==> src/rtl/led_cmd_pkg.sv <==
// Shared constants and FSM state types for the LED command receiver.
// LED_CMD_PARITY_EN adds the parity state to the receive FSM (8E1 framing).
package led_cmd_pkg;

  localparam logic [7:0] CMD_LED        = 8'h4C;
  localparam logic [7:0] CMD_PER        = 8'h50;
  localparam logic [7:0] LED_MASK_RST   = 8'h81;
  localparam logic [7:0] PERIOD_DIV_RST = 8'd5;

`ifdef LED_CMD_PARITY_EN
  typedef enum logic [2:0] {
    RxIdle,
    RxStart,
    RxData,
    RxParity,
    RxStop
  } rx_state_e;
`else
  typedef enum logic [1:0] {
    RxIdle,
    RxStart,
    RxData,
    RxStop
  } rx_state_e;
`endif

  typedef enum logic {
    PsWaitCmd,
    PsWaitArg
  } parser_state_e;

endpackage

==> src/rtl/uart_rx.sv <==
// UART byte receiver: 8N1 by default, 8E1 when LED_CMD_PARITY_EN is defined.
// data_valid / frame_err are registered one-cycle pulses issued at the stop-bit sample.
module uart_rx
  import led_cmd_pkg::*;
#(
  parameter int unsigned CLK_FREQ = 25_000_000,
  parameter int unsigned BAUD     = 115_200
) (
  input  logic       clk,
  input  logic       rst_n,
  input  logic       rx,
  output logic [7:0] data,
  output logic       data_valid,
  output logic       frame_err
);

  localparam int unsigned ClksPerBit = CLK_FREQ / BAUD;
  localparam int unsigned HalfBit    = ClksPerBit / 2;
  localparam int unsigned CntW       = $clog2(ClksPerBit + 1);
  localparam logic [CntW-1:0] BitLast  = CntW'(ClksPerBit - 1);
  localparam logic [CntW-1:0] HalfLast = CntW'(HalfBit - 1);

  logic            rx_meta_q, rx_sync_q, rx_prev_q;
  logic [1:0]      warm_q;
  rx_state_e       state_q, state_d;
  logic [CntW-1:0] cnt_q, cnt_d;
  logic [2:0]      bit_idx_q, bit_idx_d;
  logic [7:0]      shift_q, shift_d;
  logic [7:0]      data_q, data_d;
  logic            data_valid_q, data_valid_d;
  logic            frame_err_q, frame_err_d;
  logic            stop_ok;
`ifdef LED_CMD_PARITY_EN
  logic            par_q, par_d;
`endif

  always_comb begin
    state_d      = state_q;
    cnt_d        = cnt_q;
    bit_idx_d    = bit_idx_q;
    shift_d      = shift_q;
    data_d       = data_q;
    data_valid_d = 1'b0;
    frame_err_d  = 1'b0;
`ifdef LED_CMD_PARITY_EN
    par_d        = par_q;
    stop_ok      = rx_sync_q && (par_q == ^shift_q);
`else
    stop_ok      = rx_sync_q;
`endif
    unique case (state_q)
      RxIdle: begin
        cnt_d     = '0;
        bit_idx_d = '0;
        // rx_prev_q stays low until the synchroniser holds real line data,
        // so a line that is low out of reset never looks like a start edge.
        if (rx_prev_q && !rx_sync_q) state_d = RxStart;
      end
      RxStart: begin
        if (cnt_q == HalfLast) begin
          cnt_d   = '0;
          state_d = rx_sync_q ? RxIdle : RxData;
        end else begin
          cnt_d = cnt_q + CntW'(1);
        end
      end
      RxData: begin
        if (cnt_q == BitLast) begin
          cnt_d     = '0;
          shift_d   = {rx_sync_q, shift_q[7:1]};
          bit_idx_d = bit_idx_q + 3'd1;
          if (bit_idx_q == 3'd7) begin
`ifdef LED_CMD_PARITY_EN
            state_d = RxParity;
`else
            state_d = RxStop;
`endif
          end
        end else begin
          cnt_d = cnt_q + CntW'(1);
        end
      end
`ifdef LED_CMD_PARITY_EN
      RxParity: begin
        if (cnt_q == BitLast) begin
          cnt_d   = '0;
          par_d   = rx_sync_q;
          state_d = RxStop;
        end else begin
          cnt_d = cnt_q + CntW'(1);
        end
      end
`endif
      RxStop: begin
        if (cnt_q == BitLast) begin
          cnt_d   = '0;
          state_d = RxIdle;
          if (stop_ok) begin
            data_d       = shift_q;
            data_valid_d = 1'b1;
          end else begin
            frame_err_d = 1'b1;
          end
        end else begin
          cnt_d = cnt_q + CntW'(1);
        end
      end
      default: state_d = RxIdle;
    endcase
  end

  always_ff @(posedge clk) begin
    if (!rst_n) begin
      rx_meta_q    <= 1'b1;
      rx_sync_q    <= 1'b1;
      rx_prev_q    <= 1'b0;
      warm_q       <= '0;
      state_q      <= RxIdle;
      cnt_q        <= '0;
      bit_idx_q    <= '0;
      shift_q      <= '0;
      data_q       <= '0;
      data_valid_q <= 1'b0;
      frame_err_q  <= 1'b0;
`ifdef LED_CMD_PARITY_EN
      par_q        <= 1'b0;
`endif
    end else begin
      rx_meta_q    <= rx;
      rx_sync_q    <= rx_meta_q;
      if (warm_q != 2'd2) warm_q <= warm_q + 2'd1;
      rx_prev_q    <= (warm_q == 2'd2) ? rx_sync_q : 1'b0;
      state_q      <= state_d;
      cnt_q        <= cnt_d;
      bit_idx_q    <= bit_idx_d;
      shift_q      <= shift_d;
      data_q       <= data_d;
      data_valid_q <= data_valid_d;
      frame_err_q  <= frame_err_d;
`ifdef LED_CMD_PARITY_EN
      par_q        <= par_d;
`endif
    end
  end

  assign data       = data_q;
  assign data_valid = data_valid_q;
  assign frame_err  = frame_err_q;

endmodule

==> src/rtl/led_cmd_rx.sv <==
// Two-byte serial command parser ('L' mask / 'P' divisor) driving the LED blinker settings.
// Frame format follows LED_CMD_PARITY_EN in uart_rx.
module led_cmd_rx
  import led_cmd_pkg::*;
#(
  parameter int unsigned CLK_FREQ = 25_000_000,
  parameter int unsigned BAUD     = 115_200
) (
  input  logic       clk,
  input  logic       rst_n,
  input  logic       rx,
  output logic [7:0] led_mask,
  output logic [7:0] period_div,
  output logic       cmd_valid,
  output logic       err
);

  logic [7:0]    rx_data;
  logic          rx_valid, rx_ferr;
  parser_state_e ps_q, ps_d;
  logic [7:0]    hdr_q, hdr_d;
  logic [7:0]    led_mask_q, led_mask_d;
  logic [7:0]    period_div_q, period_div_d;
  logic          cmd_valid_q, cmd_valid_d;
  logic          err_q, err_d;

  uart_rx #(
    .CLK_FREQ(CLK_FREQ),
    .BAUD    (BAUD)
  ) u_uart_rx (
    .clk       (clk),
    .rst_n     (rst_n),
    .rx        (rx),
    .data      (rx_data),
    .data_valid(rx_valid),
    .frame_err (rx_ferr)
  );

  // Receive errors pulse err but leave the parser where it is.
  always_comb begin
    ps_d         = ps_q;
    hdr_d        = hdr_q;
    led_mask_d   = led_mask_q;
    period_div_d = period_div_q;
    cmd_valid_d  = 1'b0;
    err_d        = rx_ferr;
    if (rx_valid) begin
      unique case (ps_q)
        PsWaitCmd: begin
          if (rx_data == CMD_LED || rx_data == CMD_PER) begin
            hdr_d = rx_data;
            ps_d  = PsWaitArg;
          end
        end
        PsWaitArg: begin
          ps_d = PsWaitCmd;
          if (hdr_q == CMD_LED) begin
            led_mask_d  = rx_data;
            cmd_valid_d = 1'b1;
          end else if (rx_data != 8'd0) begin
            period_div_d = rx_data;
            cmd_valid_d  = 1'b1;
          end else begin
            err_d = 1'b1;
          end
        end
        default: ps_d = PsWaitCmd;
      endcase
    end
  end

  always_ff @(posedge clk) begin
    if (!rst_n) begin
      ps_q         <= PsWaitCmd;
      hdr_q        <= '0;
      led_mask_q   <= LED_MASK_RST;
      period_div_q <= PERIOD_DIV_RST;
      cmd_valid_q  <= 1'b0;
      err_q        <= 1'b0;
    end else begin
      ps_q         <= ps_d;
      hdr_q        <= hdr_d;
      led_mask_q   <= led_mask_d;
      period_div_q <= period_div_d;
      cmd_valid_q  <= cmd_valid_d;
      err_q        <= err_d;
    end
  end

  assign led_mask   = led_mask_q;
  assign period_div = period_div_q;
  assign cmd_valid  = cmd_valid_q;
  assign err        = err_q;

endmodule

==> config.mk <==
export PLATFORM = sky130hd
export DESIGN_NAME = led_cmd_rx
export DESIGN_NICKNAME = d
export VERILOG_FILES = /design/src/rtl/led_cmd_pkg.sv /design/src/rtl/uart_rx.sv /design/src/rtl/led_cmd_rx.sv
export SDC_FILE = /design/constraint.sdc
export NUM_CORES = 1
export LEC_CHECK = 0
export CORE_ASPECT_RATIO = 0.9
export CORE_UTILIZATION = 44
export DETAILED_ROUTE_END_ITERATION = 8
export PLACE_DENSITY_LB_ADDON = 0.1
export SLEW_MARGIN = 20
export SYNTH_ARGS = -nofsm -noshare
export SYNTH_HDL_FRONTEND = slang
export SYNTH_SLANG_ARGS = --single-unit
==> constraint.sdc <==
create_clock -name clk -period 2.1 [get_ports clk]
set_input_delay 0.42 -clock clk [delete_from_list [all_inputs] [get_ports clk]]
set_output_delay 0.42 -clock clk [all_outputs]
set_load 0.05 [all_outputs]
==> impl_metrics.json <==
{
  "ant_nets": 0,
  "cp-start-kind": "flip-flop",
  "io_buffers": 20,
  "syn_nets": 274,
  "synth_area_leaders": "dfxtp_1 (51%), mux2i_1 (8.5%), nor2_1 (5.0%), nand2_1 (4.5%), nand3_1 (4.4%)",
  "crit_slowest_cell": "clkdlybuf4s50_1",
  "cts_resized": 0,
  "dr.pass1.iters": 4,
  "dp_slack_ns": 0.309,
  "grt_antenna_before_repair": 0,
  "clock-sinks": 63,
  "dieArea_um2": 5930,
  "synth_top_area_cell": "dfxtp_1",
  "die_h_um": 73.2,
  "overflow": 0,
  "cts_root_buffer": "clkbuf_8",
  "p_per_area_nw_per_um2": 899,
  "critPathCaptureType": "primary output",
  "setup_viol": 0,
  "gr-usage-all-layers": 0.172,
  "cts.clk_slew.worst_paths_ns": 0.07,
  "grt_pass1_vias": 1604,
  "dp_hpwl_um": 2910,
  "ys_seq_area_frac": 0.509,
  "relSlewSlack": 0.650,
  "cp_num_buf_inv": 1,
  "synth_top_area_frac": 0.509,
  "core_um2": 5350,
  "p_sw_uw": 524,
  "drv_cap": 0,
  "hold_viol_final": 0,
  "finalWorstSetupSlack_ns": 0.170,
  "crit_fanout": 2,
  "dp.cells": 344,
  "crit_type": "flip-flop to primary output",
  "intPower_uw": 2170,
  "period_needed_ns": 1.93,
  "avgSynthCellArea_um2": 9.31,
  "fmax_mhz": 518,
  "path_cells": "clkdlybuf4s50_1",
  "rsz0062_at_grt": "no",
  "setup_tns_ns": 0,
  "num_antenna_cells": 0,
  "clkLatencyLatePin_ns": 0.34,
  "grt_max_degree": 48,
  "via_count": 1783,
  "io_pins": 21,
  "cts_buffers": 9,
  "clkPwrFrac": 0.504,
  "path_delay_family": "buffers and inverters",
  "ys_seq_elements": 63,
  "combPwrFrac": 0.037,
  "initial_core_util": 0.463,
  "slew_violations": 0,
  "wl_per_cell_um": 12.1,
  "seqPwrFrac": 0.459,
  "utilization": 0.559,
  "via_per_inst": 4.95,
  "arrival_ns": 1.51,
  "layout.nets": 296,
  "cp_data_required_time_ns": 1.68,
  "vdd_drop_max_v": 0.000542,
  "drc": 0,
  "hp-start": "u_uart_rx.rx_meta_q",
  "post_cts_buffers": 0,
  "hold_buffers": 0,
  "grt_pass1_wl_um": 7450,
  "min_path_type": "flip-flop to flip-flop",
  "fin_cells": 360,
  "cts-htree-levels": 3,
  "rows": 25,
  "drive_above_1_share": 0.0887,
  "drt_iter0_drc": 57,
  "p_sw_frac": 0.195,
  "final.period_utilization": 0.919,
  "power.leakage_uw": 0.00112,
  "area_growth_pct": 20.8,
  "yosysWarnings": 0,
  "clockBufferDepth": 2,
  "status": "complete, no violations",
  "netlist_area_um2": 2480,
  "place.gp.congestion": 0.785,
  "tightest_slew_ns": 0.524,
  "fp.dieW_um": 81.1,
  "crit_path_start": "period_div[2]",
  "r2r-start": "u_uart_rx.cnt_q[0]",
  "synthCells": 266,
  "cts_tree": "built",
  "finalClockSkew_ns": 0.00857,
  "synth_cell_types": 41,
  "routed_wirelength_um": 4360,
  "critPathMaxStageDelay_ns": 0.82
}
==> synth_stat cells, drive strengths merged <==
master	number
ha	5
mux2i	21
buf	4
a21oi	7
a21boi	1
xnor2	4
nand3	22
a41oi	1
nand3b	2
nor4bb	1
or4	2
clkbuf	10
nor2b	1
and4bb	1
o211ai	1
a311oi	1
nand4	2
and3b	1
a211oi	1
xor2	3
and3	1
and4b	3
nand2b	3
nor3	2
dfxtp	63
nor3b	1
nor4b	1
nand2	30
and2	6
o31ai	1
o21ai	20
nor2	34
nand4b	1
or3b	1
dlymetal6s2s	1
inv	7
==> path summary, 6_finish.rpt <==
kind	to	cells past startpoint	slack (ns)
worst min-delay path	u_uart_rx.rx_sync_q	1	0.41
worst max register to register	u_uart_rx.cnt_q[3]	6	0.28
worst min register to register	u_uart_rx.rx_sync_q	1	0.41
worst max-delay path	period_div[2]	1	0.17
==> area by class of cell <==
class                      count  area [µm²]
clock buffer                   9         124
multi-input combinational    181        1100
sequential                    63        1260
clock inverter                 7         135
timing repair buffer          26         258
inverter                       7        26.3
fill                         481        2360
tap                           67        83.8
==> flip-flops by register name, summed over array words and instances (netlist names), named ones only <==
name,flops
period_div,8
u_uart_rx.cnt_q,8
err,1
cmd_valid,1
u_uart_rx.bit_idx_q,3
u_uart_rx.frame_err,1
led_mask,8
u_uart_rx.data_valid,1
u_uart_rx.state_q,1
u_uart_rx.rx_sync_q,1
u_uart_rx.rx_prev_q,1
u_uart_rx.rx_meta_q,1
ps_q,1
u_uart_rx.data,8
u_uart_rx.warm_q,2
u_uart_rx.shift_q,8
hdr_q,8
==> cells in the final DEF (no fill, tap or decap), types with 3 or more instances in the layout <==
cell type | synthesis | routed
a21oi_1 | 7 | 7
and2_1 | 6 | 6
and4b_1 | 3 | 3
buf_4 | 0 | 5
bufinv_16 | 0 | 4
clkbuf_8 | 1 | 9
clkdlybuf4s50_1 | 0 | 20
clkinv_2 | 0 | 3
dfxtp_1 | 63 | 63
ha_1 | 5 | 5
inv_1 | 7 | 7
mux2i_1 | 21 | 21
nand2_1 | 30 | 30
nand2b_1 | 3 | 3
nand3_1 | 22 | 22
nor2_1 | 33 | 33
o21ai_0 | 19 | 19
xnor2_1 | 4 | 4
xor2_1 | 3 | 3
==> per-stage QoR <==
stage | hold WS [ns] | total power (µW) | area, µm²
final | 0.409 | 2690 | 2990
after CTS | 0.412 | 2720 | 2990
after global routing | 0.437 | 2790 | 2990
after global placement | 0.388 | 1360 | 2730
after detailed placement | 0.396 | 1360 | 2730
after floorplan | 0.386 | 1340 | 2480
==> kinds of logic after synthesis <==
family          count (synthesis)  share of synthesized area
xor+xnor                        7                     0.0248
fa+ha+maj                       5                     0.0253
compound gates                 33                     0.0788
mux                            21                     0.0849
buf+inv                        22                     0.0455
simple gates                  115                      0.231
flops                          63                      0.509
==> per-layer routing <==
layer  GRT usage  up-vias  part of all wire
li1            -      949                 -
met1       0.211      797              0.51
met2       0.261       30              0.44
met3      0.0788        7             0.044
met4      0.0655        0             0.014
met5           0        -                 0
==> worst register-to-register path: cells and delay by family, from the launching register on <==
| family | cells | cell delay, ns |
|---|---|---|
| simple gates | 2 | 0.56 |
| compound gates | 2 | 0.34 |
| fa+ha+maj | 1 | 0.24 |
| buf+inv | 1 | 0.18 |
| flops | 1 | 0.39 |
==> power groups by stage <==
stage          sequential (µW)  clock, µW  combinational, µW
4_1_cts                   1230       1380                103
5_1_grt                   1240       1440                115
3_3_place_gp              1260          0               99.3
6_report                  1230       1350                101
2_1_floorplan             1260          0               83.6
3_5_place_dp              1260          0                103
(Power assumes the default switching activity.)
